--- src/rtl/fetch_unit_if.sv ---
// Program-memory read port and instruction-issue handshake of the fetch unit.
interface fetch_unit_if #(
    parameter int unsigned ADDR_W = 5
);
    logic              mem_req;
    logic [ADDR_W-1:0] mem_addr;
    logic [7:0]        mem_rdata;
    logic              mem_ready;
    logic [2:0]        Opcode;
    logic [4:0]        Operand;
    logic              instr_valid;
    logic              instr_ack;

    // Fetch unit side: drives the memory request and the issued instruction.
    modport master (
        output mem_req,
        output mem_addr,
        input  mem_rdata,
        input  mem_ready,
        output Opcode,
        output Operand,
        output instr_valid,
        input  instr_ack
    );

    // Memory/controller side.
    modport slave (
        input  mem_req,
        input  mem_addr,
        output mem_rdata,
        output mem_ready,
        input  Opcode,
        input  Operand,
        input  instr_valid,
        output instr_ack
    );
endinterface

--- src/rtl/fetch_unit.sv ---
// Instruction fetch unit: reads 8-bit words from program memory, issues them
// to the controller and advances the program counter (HLT/JMP/SKZ aware).
module fetch_unit #(
    parameter int unsigned ADDR_W = 5
) (
    input  logic              clock,
    input  logic              reset,
    input  logic              Load_in,
    fetch_unit_if.master      bus,
    input  logic              zero_flag,
    output logic [ADDR_W-1:0] pc,
    output logic              halted
);
    localparam int unsigned INSTR_W = 8;
    localparam int unsigned OPC_W   = 3;
    localparam int unsigned OPD_W   = 5;

    localparam logic [OPC_W-1:0] OP_HLT = 3'b000;
    localparam logic [OPC_W-1:0] OP_SKZ = 3'b001;
    localparam logic [OPC_W-1:0] OP_JMP = 3'b111;

    typedef enum logic [1:0] {
        IDLE,
        FETCH,
        ISSUE,
        HALT
    } state_t;

    state_t              state_q, state_d;
    logic [ADDR_W-1:0]   pc_q, pc_d;
    logic [INSTR_W-1:0]  ir_q, ir_d;
    logic                mem_req_q;
    logic                instr_valid_q;
    logic                halted_q;

    logic [OPC_W-1:0]    ir_opc;
    logic [OPD_W-1:0]    ir_opd;

    assign ir_opc = ir_q[INSTR_W-1:OPD_W];
    assign ir_opd = ir_q[OPD_W-1:0];

    // Next-state, next-pc and instruction capture; Load_in overrides everything.
    always_comb begin
        state_d = state_q;
        pc_d    = pc_q;
        ir_d    = ir_q;
        if (Load_in) begin
            state_d = IDLE;
            pc_d    = '0;
        end else begin
            case (state_q)
                IDLE: state_d = FETCH;
                FETCH: begin
                    if (bus.mem_ready) begin
                        ir_d    = bus.mem_rdata;
                        state_d = ISSUE;
                    end
                end
                ISSUE: begin
                    if (ir_opc == OP_HLT) begin
                        state_d = HALT;
                    end else if (bus.instr_ack) begin
                        state_d = FETCH;
                        case (ir_opc)
                            OP_JMP:  pc_d = ADDR_W'(ir_opd);
                            OP_SKZ:  pc_d = pc_q + (zero_flag ? ADDR_W'(2) : ADDR_W'(1));
                            default: pc_d = pc_q + ADDR_W'(1);
                        endcase
                    end
                end
                HALT:    state_d = HALT;
                default: state_d = IDLE;
            endcase
        end
    end

    // State, pc, instruction register and registered status outputs.
    always_ff @(posedge clock or negedge reset) begin
        if (!reset) begin
            state_q       <= IDLE;
            pc_q          <= '0;
            ir_q          <= '0;
            mem_req_q     <= 1'b0;
            instr_valid_q <= 1'b0;
            halted_q      <= 1'b0;
        end else begin
            state_q       <= state_d;
            pc_q          <= pc_d;
            ir_q          <= ir_d;
            mem_req_q     <= (state_d == FETCH);
            instr_valid_q <= (state_d == ISSUE);
            halted_q      <= (state_d == HALT);
        end
    end

    assign bus.mem_req     = mem_req_q;
    assign bus.mem_addr    = pc_q;
    assign bus.Opcode      = ir_opc;
    assign bus.Operand     = ir_opd;
    assign bus.instr_valid = instr_valid_q;
    assign pc              = pc_q;
    assign halted          = halted_q;
endmodule

--- src/flat_wrapper.sv ---
// flat-port wrapper written by rule: the top's interface ports become plain ports
module fetch_unit_flat 
#(
    parameter int unsigned ADDR_W = 5
)
  (clock, reset, Load_in, zero_flag, pc, halted, bus_mem_req, bus_mem_addr, bus_mem_rdata, bus_mem_ready, bus_Opcode, bus_Operand, bus_instr_valid, bus_instr_ack);
  fetch_unit_if #(.ADDR_W(ADDR_W)) bus_i ();
  input  logic clock;
  input  logic reset;
  input  logic Load_in;
  input  logic zero_flag;
  output logic [ADDR_W-1:0] pc;
  output logic halted;
  output wire logic [$bits(bus_i.mem_req)-1:0] bus_mem_req;
  output wire logic [$bits(bus_i.mem_addr)-1:0] bus_mem_addr;
  input wire logic [$bits(bus_i.mem_rdata)-1:0] bus_mem_rdata;
  input wire logic [$bits(bus_i.mem_ready)-1:0] bus_mem_ready;
  output wire logic [$bits(bus_i.Opcode)-1:0] bus_Opcode;
  output wire logic [$bits(bus_i.Operand)-1:0] bus_Operand;
  output wire logic [$bits(bus_i.instr_valid)-1:0] bus_instr_valid;
  input wire logic [$bits(bus_i.instr_ack)-1:0] bus_instr_ack;
  assign bus_mem_req = bus_i.mem_req;
  assign bus_mem_addr = bus_i.mem_addr;
  assign bus_i.mem_rdata = bus_mem_rdata;
  assign bus_i.mem_ready = bus_mem_ready;
  assign bus_Opcode = bus_i.Opcode;
  assign bus_Operand = bus_i.Operand;
  assign bus_instr_valid = bus_i.instr_valid;
  assign bus_i.instr_ack = bus_instr_ack;
  fetch_unit #(.ADDR_W(ADDR_W)) u_core (.clock(clock), .reset(reset), .Load_in(Load_in), .bus(bus_i), .zero_flag(zero_flag), .pc(pc), .halted(halted));
endmodule
--- config.mk ---
export PLATFORM = sky130hd
export DESIGN_NAME = fetch_unit_flat
export DESIGN_NICKNAME = d
export VERILOG_FILES = /design/src/rtl/fetch_unit_if.sv /design/src/rtl/fetch_unit.sv /design/src/flat_wrapper.sv
export SDC_FILE = /design/constraint.sdc
export NUM_CORES = 1
export LEC_CHECK = 0
export ABC_CLOCK_PERIOD_IN_PS = 4440
export CAP_MARGIN = 20
export CORE_UTILIZATION = 46
export DETAILED_ROUTE_END_ITERATION = 10
export PLACE_DENSITY = 0.92
export SYNTH_ARGS = -nofsm -noshare
export SYNTH_HDL_FRONTEND = slang
export SYNTH_SLANG_ARGS = --single-unit
export TNS_END_PERCENT = 100
--- constraint.sdc ---
create_clock -name clock -period 4.44 [get_ports clock]
set_clock_uncertainty 0.2 [all_clocks]
set_input_delay 0.666 -clock clock [delete_from_list [all_inputs] [get_ports clock]]
set_output_delay 0.666 -clock clock [all_outputs]
set_load 0.02 [all_outputs]
==> summary.md, run 1 <==
| Metric | Value |
|---|---|
| Final worst path period share | 55.68% |
| RR Endpoint | u_core.bus.mem_addr[4] |
| Internal power | 0.0003196 W |
| Post-CTS setup buffers | 0 |
| Vias in the first global route | ~700 |
| Clock Latency Late Sink | 280 ps |
| Post-DRT Antenna Nets | 0 |
| DP Area | between 0.001 and 0.0015 mm^2 |
| CTS Buffer Depth | 2 |
| WS Path Type | input pin to flip-flop |
| Top Ports | 35 |
| Sw frac | between 30% and 40% |
| Row cnt | 15 |
| Chip width | 47.23 um |
| Die Y | around 47 um |
| Critical Path RT | 4440 ps |
| Reg2reg path depth | 8 |
| Die area | 0.002230 mm^2 |
| CTS tree | yes |
| F_max | 404.5 MHz |
| Fin nets | 132 |
| Reg2reg start | u_core.ir_q[6] |
| Largest net degree at the start of global routing | 19 |
| Starting DRT DRC Count | 24 |
| Hold path start | u_core.ir_q[3] |
| Register area | 450.4 um^2 |
| Setup slack, reg-to-reg | 2240 ps |
| CTS HTree Levels | 1 |
| Tmin final | approximately 2500 ps |
| Worst Hold Depth | 1 |
| Syn_area_per_cell | 11.34 um^2 |
| Initial antenna violation count | 0 |
| Cell count after synthesis | 83 |
| PnR worst setup slack | approximately 2000 ps |
| Share of layout cells above drive strength 1 | roughly 17% |
| Pwr dens | 358.9 mW/mm^2 |
| Post-CTS sizing | 0 |
| Share of Yosys cell area claimed by the top area cell type | 47.87% |
| TNS Setup | 0 ps |
| Count of different cell masters after synthesis | 34 |
| Placement Setup Slack | 1731 ps |
| Sink Count | 18 |
| Drt total wl | 1923 um |
| Hold Violations, Final | 0 |
| #FFs+latches synth | 18 |
| Synth-to-layout area growth | 38.43% |
| Seq pwr share | roughly 46% |
| Via density | 5.511 |
| Synthesized cell area | 940.9 um^2 |
| Area of the multi-input gates | 432.9 um^2 |
| Slew @ Worst Pin | 763.8 ps |
| Final core occ | between 70% and 80% |
| Clock tree root buffer cell | clkbuf_4 |
| Clk pwr share | 21.0% |
| Avg WL per Cell | ~14 um |
| First-pass GRT wire length | 3084 um |
| Cell accounting for the most synthesized area | dfrtp_1 |
| N_diodes | 0 |
| Layout fillers | 133 |
| Syn Nets | 100 |
| Worst rel slew slack | about 50% |
| Dpl hpwl | 1459 um |
| Max-Cap Viols | 0 |
| Gpl congestion | 0.8013 |
| DRT Pass-1 Iters | 4 |
| Crit path capture type | flip-flop |
| Gate power share | about a third |
| VDD IR max | roughly 360 uV |
| Arrival time worst endpoint | 2470 ps |
| Seq/Total Area, Yosys | a little under half |
| Warnings from Yosys | 0 |
| Congestion Overflow GR | 0 |
| Worst Path Max Fanout | 4 |
| Startpoint Class | input pin |
| Initial core utilization | between 50 and 60% |
| Static Leak | 0.5380 nW |
| DRC Markers | 0 |
| Worst-path clk slew | 100 ps |
| Final setup fails | 0 |
| Run status | completed |
| Port Buf Inserts | 34 |
| Hold Buf Count CTS | 0 |
| Tightest Hold Check Type | flip-flop to flip-flop |
| Synth area leaders | dfrtp_1, mux2_2, buf_4, a21oi_1, ha_1 |
| RSZ-0062 raised after global routing | no |
| Hold EP | u_core.ir_q[3] |
| Finished Cell Area | 0.001303 mm^2 |
| TritonCTS buffer count | 3 |
| Final Max Tran Viols | 0 |
| Switching Power | roughly 0.00015 W |
| Core ar. | 0.001821 mm^2 |
| GRT Total Usage | between 10% and 20% |
| Pwr Total | 0.0004675 W |
| Via count | 766 |
placed cells by master, fill, tap and decap left out, types with 2 or more instances in the layout:
| master | n |
|---|---|
| clkdlybuf4s50_1 | 34 |
| dfrtp_1 | 18 |
| mux2_2 | 8 |
| nor2_1 | 6 |
| a21oi_1 | 6 |
| nand2_1 | 4 |
| o21ai_0 | 4 |
| inv_1 | 3 |
| clkbuf_4 | 3 |
| nand3_1 | 2 |
| and2_1 | 2 |
| ha_1 | 2 |
sequential cells by signal, summed over array words and instances, names as in the netlist:
name                    flops
u_core.bus.mem_req          1
u_core.bus.instr_valid      1
u_core.state_q              2
u_core.bus.mem_addr         5
u_core.ir_q                 8
u_core.halted               1
cell usage after synthesis:
cell type and count:
a211oi_1 1, a211oi_2 1, a21o_1 1, a21oi_1 6, a311oi_2 1, and2_1 2, and3_1 1, and3b_1 1
and4b_1 1, and4b_4 1, buf_2 1, buf_4 5, clkbuf_1 1, dfrtp_1 18, fa_1 1, ha_1 2
inv_1 3, mux2_2 8, nand2_1 4, nand2b_1 1, nand3_1 2, nand3b_1 1, nand4b_2 1, nor2_1 6
nor2b_1 1, nor3_1 1, nor3_2 1, nor3_4 1, nor4_1 1, o21a_1 1, o21ai_0 4, o22ai_1 1
o32ai_1 1, or3_4 1
routing by layer:
metal	global-route usage [%]	routed length, um	up-vias
met4	5.143	11	0
met3	3.462	127	2
li1	-	-	358
met5	0	0	-
met2	34.52	991	34
met1	25.73	793	372
critical path: stages:
cell and delay (ps):
clkdlybuf4s50_1 400, nand3_1 160, ha_1 200, inv_1 50
fa_1 420, nor4_1 290, o21ai_0 110, a21oi_1 180
cell families after synthesis:
| family | share of synthesized area [%] |
|---|---|
| adders and majority gates | 4.787 |
| buffers and inverters | 6.116 |
| and+or+nand+nor | 19.42 |
| DFF | 47.87 |
| AOI/OAI and AO/OA | 12.24 |
| muxes | 9.575 |
metrics by stage:
step	instances	hold WS (ps)
2_1_floorplan	83	170.4
6_report	139	347.5
3_5_place_dp	135	318.6
5_1_grt	139	373.8
3_3_place_gp	135	311.4
4_1_cts	139	342.5
how the worst max path moves through the flow:
stage	start	endpoint	slack (ps)	cells after the start
2_1_floorplan	zero_flag	u_core.bus.mem_addr[4]	2290	7
3_3_place_gp	zero_flag	u_core.bus.mem_addr[2]	1790	8
3_5_place_dp	zero_flag	u_core.bus.mem_addr[1]	1730	8
4_1_cts	zero_flag	u_core.bus.mem_addr[4]	1990	8
5_1_grt	zero_flag	u_core.bus.mem_addr[4]	1780	8
6_report	zero_flag	u_core.bus.mem_addr[4]	1970	8
power by group through the flow:
stage / sequential, W / clock [W] / combinational [W]
6_report: 0.000215 / 0.0000982 / 0.000155
2_1_floorplan: 0.000241 / 0 / 0.0000565
3_3_place_gp: 0.000216 / 0 / 0.000152
3_5_place_dp: 0.000217 / 0 / 0.000155
5_1_grt: 0.000218 / 0.000105 / 0.000167
4_1_cts: 0.000214 / 0.000101 / 0.000156
cell type report:
class                      count  area share (%)
multi-input combinational     55           33.24
sequential                    18           34.58
inverter                       3          0.8646
clock buffer                   4           2.786
timing repair buffer          34           26.13
tap                           25           2.402
(Power assumes the default switching activity.)
==> run 2: changes to the inputs <==
ABC_CLOCK_PERIOD_IN_PS = 2190   (was 4440)
CORE_UTILIZATION = 39   (was 46)
PLACE_DENSITY = 0.84   (was 0.92)
clock period = 2.19 ns   (was 4.44 ns; I/O delays follow)
==> summary.md, run 2 (synthesis results as in run 1) <==
| Metric | Value |
|---|---|
| PnR worst setup slack | 176.9 ps (-1791 ps) |
| GRT Total Usage | 19.00% (-0.97 points) |
| Row cnt | 17 (+2) |
| CTS Buffer Depth | 2 (unchanged) |
| Final core occ | 60.22% (-11 points) |
| Drt total wl | 1961 um (+2.0%) |
| Gpl congestion | 0.7936 (-0.96%) |
| Initial core utilization | 42.13% (-9.6 points) |
| Max-Cap Viols | 0 (unchanged) |
| Most common cell after layout, fill and taps aside | clkdlybuf4s50_1 |
| CP bufs+invs | 1 (-1) |
| Critical Path RT | 2200 ps (-2240 ps) |
| Final worst path period share | between 90% and 100% |
| Chip width | 51.12 um (+8.2%) |
| WS Path Type | flip-flop to flip-flop |
| TritonCTS buffer count | 3 (unchanged) |
| Clock tree root buffer cell | clkbuf_4 |
| Via density | 5.136 (-6.8%) |
| Static Leak | 0.5611 nW (+4.3%) |
| Die Y | 51.12 um (+8.2%) |
| Synth-to-layout area growth | 42.95% |
| Cells along the critical path | nor2_1 > nand3_1 > buf_4 > fa_1 > nor3_1 > a21oi_1 > o32ai_1 |
| Hold Violations, Final | 0 (unchanged) |
| Final Max Tran Viols | 0 (unchanged) |
| DRT Pass-1 Iters | 4 (unchanged) |
| Worst rel slew slack | 69.97% (+21 points) |
| Port Buf Inserts | 34 (unchanged) |
| Top Ports | 35 (unchanged) |
| F_max | 496.8 MHz |
| Startpoint Class | flip-flop |
| Share of layout cells above drive strength 1 | 21.01% (+4.3 points) |
| Post-DRT Antenna Nets | 0 (unchanged) |
| Dpl hpwl | 1551 um (+6.3%) |
| Tightest Hold Check Type | input pin to async pin |
| CP delay by family, top | flip-flops |
| Finished Cell Area | 0.001345 mm^2 (+3.3%) |
| Congestion Overflow GR | 0 (unchanged) |
| Sink Count | 18 (unchanged) |
| Arrival time worst endpoint | 2020 ps (-450 ps) |
| Clock Latency Late Sink | 300 ps (+20 ps) |
| Final setup fails | 0 (unchanged) |
| Avg WL per Cell | 13.34 um (-3.6%) |
| DP Area | 0.001308 mm^2 (+3.3%) |
| TNS Setup | 0 ps (unchanged) |
| Starting DRT DRC Count | 23 (-4.2%) |
| Worst-path clk slew | 100 ps (about the same) |
| Largest net degree at the start of global routing | 12 (-7) |
| DRC Markers | 0 (unchanged) |
| Pwr dens | 720.0 mW/mm^2 (+100%) |
| Initial antenna violation count | 0 (unchanged) |
| Post-CTS setup buffers | 0 (unchanged) |
| Vias in the first global route | 774 (+10%) |
| Worst Path Max Fanout | 6 (+2) |
| Die area | 0.002613 mm^2 (+17%) |
| N_diodes | 0 (unchanged) |
| Slew @ Worst Pin | 449.0 ps (-314.8 ps) |
| Flip-flop count of the largest register after layout | 8 (unchanged) |
| Slowest cell delay on critical path | 450 ps (+30 ps) |
| RSZ-0062 raised after global routing | no |
| VDD IR max | 478.0 uV (+31%) |
| Via count | 755 (-1.4%) |
| Biggest register | u_core.ir_q |
| Core ar. | 0.002233 mm^2 (+23%) |
| CTS tree | yes |
| Run status | completed |
| Tmin final | 2013 ps |
| Slowest cell on crit path | dfrtp_2 |
| Pwr Total | 0.0009684 W (+110%) |
| Fin nets | 137 (+3.8%) |
| Layout fillers | 180 (+35%) |
| Crit path capture type | flip-flop |
| Most frequent cells in the layout | clkdlybuf4s50_1, dfrtp_1, mux2_2 |
| Placement Setup Slack | -102.3 ps (-1833 ps) |
| CTS HTree Levels | 1 (unchanged) |
| First-pass GRT wire length | 3581 um (+16%) |
run 2: area by class of cell:
cell class              instances  area [um^2]  share of cell area, %
flip-flops and latches         18        451.7                  33.58
multi-input cells              55        432.9                  32.19
repair buffers                 39        377.9                  28.09
clock buffers                   4        36.28                  2.698
well taps                      28        35.03                  2.605
inverters                       3        11.26                 0.8372
run 2: final timing paths:
check | endpoint | slack [ps] | startpoint | depth (start not counted)
worst max-delay path | u_core.bus.mem_addr[2] | 180 | u_core.ir_q[7] | 7
worst min-delay path | u_core.ir_q[0] | 120 | reset | 1
worst max register to register | u_core.bus.mem_addr[2] | 180 | u_core.ir_q[7] | 7
worst min register to register | u_core.ir_q[3] | 340 | u_core.ir_q[3] | 1
max in group asynchronous | u_core.state_q[0] | 1180 | reset | 2
min in group clock | u_core.ir_q[3] | 340 | u_core.ir_q[3] | 1
run 2: metrics by stage:
stage               instances  hold WS, ps
floorplan                  83       -167.1
global placement          143        333.9
detailed placement        143        324.3
CTS                       147        128.5
global route              147        146.8
finish                    147        124.9
run 2: what timing repair did:
item	in CTS	in global routing
hold buffers	0	0
resized for setup	0	2
setup endpoints to repair	0	2
run 2: worst reg2reg max path, cell delays in order (launching register included):
cell and delay [ps]:
dfrtp_2 450, nor2_1 90, nand3_1 100, buf_4 160
fa_1 440, nor3_1 190, a21oi_1 60, o32ai_1 240
run 2: where the power goes:
group | leakage (nW) | internal [W] | switching, W
registers | 0.229 | 0.000383 | 0.0000476
clock network | 0.0210 | 0.000102 | 0.000105
logic | 0.311 | 0.000177 | 0.000154
run 2: metal layers:
layer	wire, um	global-route usage, %	vias up
met5	0	0	-
met4	35	9.722	0
met3	118	2.083	3
met2	979	32.46	36
met1	827	23.47	345
li1	-	-	371
